==> src/rtl/rf_access_sequencer_pkg.sv <==
// Shared types for the register-file access sequencer: opcodes, FSM states
// and default widths.
package rf_access_sequencer_pkg;

    localparam int unsigned DATA_W_DEF = 16;
    localparam int unsigned ADDR_W_DEF = 2;
    localparam int unsigned IMM_W_DEF  = 8;

    typedef enum logic [2:0] {
        OP_NOP = 3'd0,
        OP_ADD = 3'd1,
        OP_SUB = 3'd2,
        OP_AND = 3'd3,
        OP_OR  = 3'd4,
        OP_XOR = 3'd5,
        OP_MOV = 3'd6,
        OP_LDI = 3'd7
    } opcode_e;

    typedef enum logic [1:0] {
        ST_IDLE,
        ST_READ,
        ST_EXEC,
        ST_WB
    } state_e;

    // Opcodes that fetch operands from the register file before executing.
    function automatic logic needs_read(input logic [2:0] op);
        return (op != OP_NOP) && (op != OP_LDI);
    endfunction

endpackage

==> src/rtl/rf_access_sequencer_alu.sv <==
// Combinational ALU: result, carry/borrow and zero flag for one opcode.
// Reused by the execute stage, so it carries no state.
module rf_seq_alu
    import rf_access_sequencer_pkg::*;
#(
    parameter int unsigned DATA_W = DATA_W_DEF,
    parameter int unsigned IMM_W  = IMM_W_DEF
) (
    input  logic [2:0]        opcode,
    input  logic [DATA_W-1:0] a,
    input  logic [DATA_W-1:0] b,
    input  logic [IMM_W-1:0]  imm,
    output logic [DATA_W-1:0] result,
    output logic              carry,
    output logic              zero
);

    logic [DATA_W:0] wide;

    always_comb begin
        wide   = '0;
        result = '0;
        carry  = 1'b0;
        case (opcode_e'(opcode))
            OP_ADD: begin
                wide   = {1'b0, a} + {1'b0, b};
                result = wide[DATA_W-1:0];
                carry  = wide[DATA_W];
            end
            // The extra MSB of the widened difference is the unsigned borrow.
            OP_SUB: begin
                wide   = {1'b0, a} - {1'b0, b};
                result = wide[DATA_W-1:0];
                carry  = wide[DATA_W];
            end
            OP_AND:  result = a & b;
            OP_OR:   result = a | b;
            OP_XOR:  result = a ^ b;
            OP_MOV:  result = a;
            OP_LDI:  result = DATA_W'(imm);
            default: result = '0;
        endcase
        zero = (result == '0);
    end

endmodule

==> src/rtl/rf_access_sequencer.sv <==
// Sequences one instruction at a time through register-file read, ALU
// execute and write-back; flags commit when the write-back retires.
module rf_access_sequencer
    import rf_access_sequencer_pkg::*;
#(
    parameter int unsigned DATA_W = DATA_W_DEF,
    parameter int unsigned ADDR_W = ADDR_W_DEF,
    parameter int unsigned IMM_W  = IMM_W_DEF
) (
    input  logic              clk,
    input  logic              reset,
    input  logic              instr_valid,
    output logic              instr_ready,
    input  logic [2:0]        opcode,
    input  logic [ADDR_W-1:0] rd,
    input  logic [ADDR_W-1:0] rs1,
    input  logic [ADDR_W-1:0] rs2,
    input  logic [IMM_W-1:0]  imm,
    output logic              rf_read_en,
    output logic [ADDR_W-1:0] rf_read_adr1,
    output logic [ADDR_W-1:0] rf_read_adr2,
    input  logic [DATA_W-1:0] rf_read_data1,
    input  logic [DATA_W-1:0] rf_read_data2,
    output logic              rf_write_en,
    output logic [ADDR_W-1:0] rf_write_adr,
    output logic [DATA_W-1:0] rf_write_data,
    output logic              done,
    output logic              flag_z,
    output logic              flag_c
);

    state_e            state, state_next;
    opcode_e           op_q;
    logic [ADDR_W-1:0] rd_q;
    logic [ADDR_W-1:0] adr1_q, adr2_q, wr_adr_q;
    logic [DATA_W-1:0] result_q;
    logic              z_next_q, c_next_q;
    logic              flag_z_q, flag_c_q;

    logic [2:0]        alu_op;
    logic [DATA_W-1:0] alu_result;
    logic              alu_carry, alu_zero;

    // One ALU serves both LDI at accept (live inputs) and ALU ops in EXEC.
    assign alu_op = (state == ST_IDLE) ? opcode : op_q;

    rf_seq_alu #(
        .DATA_W (DATA_W),
        .IMM_W  (IMM_W)
    ) u_alu (
        .opcode (alu_op),
        .a      (rf_read_data1),
        .b      (rf_read_data2),
        .imm    (imm),
        .result (alu_result),
        .carry  (alu_carry),
        .zero   (alu_zero)
    );

    assign rf_read_adr1  = adr1_q;
    assign rf_read_adr2  = adr2_q;
    assign rf_write_adr  = wr_adr_q;
    assign rf_write_data = result_q;
    assign flag_z        = flag_z_q;
    assign flag_c        = flag_c_q;

    always_comb begin
        state_next  = state;
        instr_ready = 1'b0;
        rf_read_en  = 1'b0;
        rf_write_en = 1'b0;
        done        = 1'b0;
        case (state)
            ST_IDLE: begin
                instr_ready = 1'b1;
                if (instr_valid)
                    state_next = needs_read(opcode) ? ST_READ : ST_WB;
            end
            ST_READ: begin
                rf_read_en = 1'b1;
                state_next = ST_EXEC;
            end
            ST_EXEC: state_next = ST_WB;
            // Reset sampled in WB must suppress the write at that same edge.
            ST_WB: begin
                rf_write_en = (op_q != OP_NOP) && !reset;
                done        = !reset;
                state_next  = ST_IDLE;
            end
            default: state_next = ST_IDLE;
        endcase
    end

    always_ff @(posedge clk) begin
        if (reset) begin
            state    <= ST_IDLE;
            op_q     <= OP_NOP;
            rd_q     <= '0;
            adr1_q   <= '0;
            adr2_q   <= '0;
            wr_adr_q <= '0;
            result_q <= '0;
            z_next_q <= 1'b0;
            c_next_q <= 1'b0;
            flag_z_q <= 1'b0;
            flag_c_q <= 1'b0;
        end else begin
            state <= state_next;
            case (state)
                ST_IDLE: begin
                    if (instr_valid) begin
                        op_q <= opcode_e'(opcode);
                        rd_q <= rd;
                        if (needs_read(opcode)) begin
                            adr1_q <= rs1;
                            adr2_q <= rs2;
                        end else if (opcode != OP_NOP) begin
                            wr_adr_q <= rd;
                            result_q <= alu_result;
                            z_next_q <= alu_zero;
                            c_next_q <= alu_carry;
                        end
                    end
                end
                ST_EXEC: begin
                    wr_adr_q <= rd_q;
                    result_q <= alu_result;
                    z_next_q <= alu_zero;
                    c_next_q <= alu_carry;
                end
                ST_WB: begin
                    if (op_q != OP_NOP) begin
                        flag_z_q <= z_next_q;
                        flag_c_q <= c_next_q;
                    end
                end
                default: ;
            endcase
        end
    end

endmodule
==> config.mk <==
export PLATFORM = sky130hd
export DESIGN_NAME = rf_access_sequencer
export DESIGN_NICKNAME = d
export VERILOG_FILES = /design/src/rtl/rf_access_sequencer_pkg.sv /design/src/rtl/rf_access_sequencer_alu.sv /design/src/rtl/rf_access_sequencer.sv
export SDC_FILE = /design/constraint.sdc
export NUM_CORES = 1
export LEC_CHECK = 0
export ABC_AREA = 0
export BUFFER_PORTS_ARGS = -buffer_cell sky130_fd_sc_hd__buf_2
export CAP_MARGIN = 40
export CORE_MARGIN = 4
export CORE_UTILIZATION = 25
export CTS_BUF_LIST = sky130_fd_sc_hd__clkbuf_8 sky130_fd_sc_hd__clkbuf_16
export CTS_CLUSTER_DIAMETER = 60
export CTS_CLUSTER_SIZE = 10
export DETAILED_ROUTE_END_ITERATION = 10
export GPL_ROUTABILITY_DRIVEN = 1
export GPL_TIMING_DRIVEN = 0
export PLACE_DENSITY = 0.42
export SLEW_MARGIN = 20
export SYNTH_ARGS = -nofsm -noshare
export SYNTH_HDL_FRONTEND = slang
export SYNTH_SLANG_ARGS = --single-unit
==> constraint.sdc <==
create_clock -name clk -period 3.85 [get_ports clk]
set_clock_uncertainty 0.1 [all_clocks]
set_input_delay 0.1925 -clock clk [delete_from_list [all_inputs] [get_ports clk]]
set_output_delay 0.1925 -clock clk [all_outputs]
set_load 0.01 [all_outputs]
; After elaboration in Yosys (flattened, before gate mapping)
; Index checks and enable logic that the tools add are counted.
[word_totals]
register_bits = 33
in_bits = 52
output_inout_bits = 28
word_cells = 68
[op_classes]
n_addsub = 2
eq_ne = 14
mux = 26
n_bitwise = 3
reduce_logical = 12
[ops]
columns = operator, count
row1 = $pmux W16 S7, 1
row2 = $mux W16, 3
row3 = $pmux W16 S2, 1
row4 = $add A16 B16 Y17, 1
row5 = $sub A16 B16 Y17, 1
row6 = $and A16 B16 Y16, 1
row7 = $logic_not A16 Y1, 1
row8 = $or A16 B16 Y16, 1
row9 = $xor A16 B16 Y16, 1
row10 = $eq A3 B3 Y1 const B, 4
row11 = $mux W1, 10
row12 = $mux W2, 5
row13 = $pmux W2 S4, 1
row14 = $eq A3 B2 Y1 const B, 2
row15 = $pmux W1 S2, 3
row16 = $reduce_bool A3 Y1, 2
row17 = $eq A2 B2 Y1 const B, 2
row18 = $ne A2 B2 Y1 const B, 2
row19 = $pmux W2 S2, 1
row20 = $reduce_and A2 Y1, 2
row21 = $reduce_and A4 Y1, 1
row22 = $eq A3 B1 Y1 const B, 1
row23 = $mux W3, 1
row24 = $ne A3 B3 Y1 const B, 1
row25 = other kinds (7), 8

; Depth between registers and ports, before layout
[depth]
word_depth = 9
depth_mapped = 13
ltp_nobuf = 13

; Modules after synthesis
; From an unflattened synthesis, not the netlist that was laid out.
[unflattened]
hier_cells = 589
area_unflattened_um2 = 4350.4
[by_module_without_submodules]
columns = mod, instances, cells_each, area_per_inst_um2, seq_area_each_um2
row1 = rf_seq_alu, 1, 422, 2766.4, 0.0
row2 = rf_access_sequencer, 1, 167, 1584.0, 660.6

; Worst setup path before layout
; OpenSTA, ideal clock, no wires.
[synth_timing]
path_kind = input to register
start = input rf_read_data1[0]
end = register z_next_q
setup_time_ps = 116
t_arrival_ps = 2568
required_ps = 3634
path_slack_ps = 1067
path_stages = 13
n_path_buf = 0
cell_sequence = inv_1 ha_1 inv_1 fa_1 nor3b_2 o31ai_2 a21oi_1 o21ai_2 a21oi_1 o311a_1 and4b_1 and4b_1 a31o_1
[synth_via]
elab_chain_len = 7
word_cells_on_any_way = 11
classes_between = 2 x add/sub / 5 x mux / 3 x bitwise / 1 x reduce/logical
[synth_rtl]
columns = item, line_no
row1 = start: declaration, rf_access_sequencer.sv:22  ; input logic [DATA_W-1:0] rf_read_data1,
row2 = "$sub A16 B16 Y17, or another cell as far along", rf_access_sequencer_alu.sv:32  ; wide = {1'b0, a} - {1'b0, b};
row3 = $pmux W16 S7 *, rf_access_sequencer_alu.sv:24  ; case (opcode_e'(opcode))
row4 = $logic_not A16 Y1 *, rf_access_sequencer_alu.sv:43  ; zero = (result == '0);
row5 = $mux W1, rf_access_sequencer.sv:117  ; end else if (opcode != OP_NOP) begin
row6 = $mux W1, rf_access_sequencer.sv:114  ; if (needs_read(opcode)) begin
row7 = $mux W1, rf_access_sequencer.sv:111  ; if (instr_valid) begin
row8 = $pmux W1 S2 *, rf_access_sequencer.sv:109  ; case (state)
row9 = end signal: assignment, rf_access_sequencer.sv:120  ; z_next_q <= alu_zero;
row10 = end signal: assignment, rf_access_sequencer.sv:128  ; z_next_q <= alu_zero;
row11 = end: declaration, rf_access_sequencer.sv:37  ; logic z_next_q, c_next_q;
; Mark *: on every way between the ends. The rest lies on a longest branch, timed or not. The select of a mux whose other input is x is not followed.
; A chain may end at the register's enable or synchronous reset.

; Final worst setup path
[layout_timing]
start = register state[0]
end = register z_next_q
[layout_via]
elab_chain_len = 9
word_cells_on_any_way = 21
classes_between = 11 x eq/ne / 6 x mux / 4 x reduce/logical
[layout_rtl]
columns = item, line_no
row1 = start: declaration, rf_access_sequencer.sv:32  ; state_e state, state_next;
row2 = start signal: assignment, rf_access_sequencer.sv:108  ; state <= state_next;
row3 = $logic_not A2 Y1, "rf_access_sequencer.sv:45, rf_access_sequencer.sv:109"
row4 = $mux W3, rf_access_sequencer.sv:45  ; assign alu_op = (state == ST_IDLE) ? opcode : op_q;
row5 = "$eq A3 B3 Y1, or another cell as far along", rf_access_sequencer_alu.sv:24
row6 = $pmux W16 S7, rf_access_sequencer_alu.sv:24
row7 = $logic_not A16 Y1, rf_access_sequencer_alu.sv:43
row8 = $mux W1, rf_access_sequencer.sv:117
row9 = $mux W1, rf_access_sequencer.sv:114
row10 = $mux W1, rf_access_sequencer.sv:111
row11 = $pmux W1 S2, rf_access_sequencer.sv:109
; Parallel ways exist; a longest one is shown, timed or not. The select of a mux whose other input is x is not followed.

==> metrics.txt <==
Synth Flop Type dfxtp_1; CTS clk-pin slew, worst paths 0.05 ns; 1st-pass router iterations 5; Power per Cell Area 533 nW/um2; Final nets 751; # resized after CTS 0; Worst VDD drop 0.236 mV; syn_nets 669; final worst path period share 88.8%; r2r startpoint state[0]; clk sinks 33; Vias 4,639; Netlist cell types 85; Final Max Tran Viols 0; Hold Crit Class in2reg; hold-critical path depth 3; Fin Setup TNS 0 ns; Leakage 2.26 nW; Synth Warn # 0; commonest non-fill, non-tap cell in the layout buf_2; CTS max path bufs 2; Worst-Margin Slew 0.690 ns; # H-tree levels 2; post-route ant nets 0; largest net degree at the start of global routing 11; drt wl/cell 18.5 um; Clock Latency Late Sink 0.27 ns; Max FO, Critical Path 10; FF-to-FF End z_next_q; Starting Density 25.8%; row count 47; height of the die 140 um; GRT Residual Overflow 0; port bufs 75; post-synthesis cell area 4330 um2; Post-synth EDFFs 0; first-pass GRT wire length 25,100 um; Yosys reg bits 33; most frequent cells in the layout buf_2, nor2_1, ha_1; asr flop ratio synth 0%; core area 16,800 um2; Power Total 2.74 mW; cts hold-fix bufs 0; CTS tree built; post-CTS setup buffers 0; Fmax achieved 292 MHz; Setup CP Type reg2reg; die area 19,500 um2; MaxCap Viol Count 0; Slew HR 54.0%; Routed Wire Length 16,000 um; Setup crit start kind flop; vias in the first global route 4,541; DP HPWL 12,800 um; R2R depth 12; Top Ports 80; final hold vios 0; FF-to-FF setup slack 0.43 ns; diodes inserted 0; gpl congestion 0.871; hold_sp rs2[1]; sequential element share of the synthesized area 15.3%; Avg Cell Area, Syn 7.71 um2; RSZ-0062 raised after global routing no; layout cell share with drive strength beyond 1 21.3%; initial DRC count 288; hold endpoint rf_read_adr2[1]; Num CTS Buffers 5; status completed; P&R area growth vs syn 18.7%; Tmin final 3.42 ns; Final setup viols 0; Via-to-Cell Ratio 5.37; DR DRC count 0; Overall Global Routing Usage 15.7%; root buf cell clkbuf_16; die span in x 140 um; antenna violations before repair 0; CP required 3.97 ns; Syn Inst Count 561; crit path DAT 3.54 ns; CP endpoint kind flop
==> synth_stat cells, types with 8 or more instances <==
library cell / count / area (um2)
mux2i_1: 16 / 160
clkbuf_1: 17 / 63.8
o21ai_1: 8 / 40.0
nand2_1: 26 / 97.6
inv_1: 49 / 184
o21ai_0: 14 / 70.1
buf_2: 11 / 55.1
a21oi_1: 43 / 215
o21bai_1: 8 / 60.1
dfxtp_1: 33 / 661
nand3_1: 11 / 55.1
nor3_1: 14 / 70.1
nand2b_1: 10 / 62.6
ha_1: 54 / 676
a211oi_1: 24 / 180
nor2_1: 64 / 240
==> state kept, by name, summed over array words and instances (netlist names) <==
name / flops
flag_z: 1
op_q: 3
flag_c: 1
rd_q: 2
rf_read_adr2: 2
z_next_q: 1
c_next_q: 1
state: 2
rf_read_adr1: 2
rf_write_adr: 2
rf_write_data: 16
==> cell families after synthesis <==
family	count (synthesis)	synth area share (%)
AO/OA/AOI/OAI	190	32.9
XOR/XNOR	2	0.405
adder cells (fa/ha/maj)	56	16.5
buffers and inverters	88	8.99
flip-flops	33	15.3
multiplexers	22	5.75
AND/OR/NAND/NOR	170	20.1
==> through the flow <==
step | hold slack [ns] | util [%] | std cells | setup slack (ns) | cell area [um2]
floorplan | 0.240 | - | 561 | 1.07 | 4330
global placement | 0.331 | 29.7 | 856 | 0.345 | 4980
detailed placement | 0.341 | 29.7 | 856 | 0.320 | 4980
CTS | 0.0595 | 30.6 | 864 | 0.405 | 5130
global route | 0.0917 | 30.6 | 864 | 0.201 | 5130
finish | 0.0575 | 30.6 | 864 | 0.429 | 5130
==> area by class of cell <==
| type | instances | area [um2] |
|---|---|---|
| multi-input cells | 440 | 3280 |
| plain buffers | 37 | 198 |
| clock inverters | 1 | 5.00 |
| inverters | 51 | 191 |
| well taps | 220 | 275 |
| repair buffers | 75 | 375 |
| fillers | 1837 | 11600 |
| clock buffers | 7 | 153 |
| flip-flops and latches | 33 | 661 |
==> power breakdown <==
part           switching [mW]  internal [mW]
combinational            1.18          0.665
clock                   0.136          0.273
sequential             0.0513          0.431
==> metal layers <==
| layer | track usage (%) | part of all wire, % |
|---|---|---|
| met3 | 2.09 | 5.8 |
| met4 | 3.26 | 1.3 |
| met1 | 22.0 | 48 |
| met2 | 25.9 | 45 |
| met5 | 0 | 0 |
==> how the worst max path moves through the flow <==
| stage | start | endpoint | slack [ns] | depth (start not counted) |
|---|---|---|---|---|
| detailed placement | rf_read_data1[0] | z_next_q | 0.32 | 14 |
| finish | state[0] | z_next_q | 0.43 | 12 |
| global placement | rf_read_data1[0] | z_next_q | 0.35 | 14 |
| CTS | state[0] | z_next_q | 0.40 | 12 |
| floorplan | rf_read_data1[0] | z_next_q | 1.07 | 13 |
| global route | state[0] | z_next_q | 0.20 | 11 |
==> critical path, stage by stage, from the launching register on <==
cell and delay [ns]:
dfxtp_1 0.34, inv_1 0.08, ha_1 0.30, buf_6 0.20, mux2i_2 0.45, buf_2 0.36, nor2_1 0.18, a221oi_2 0.35
nand4b_1 0.13, nor4_1 0.30, and4_1 0.25, and4b_1 0.19, a31o_1 0.14
Power figures use the tool's default switching activity.
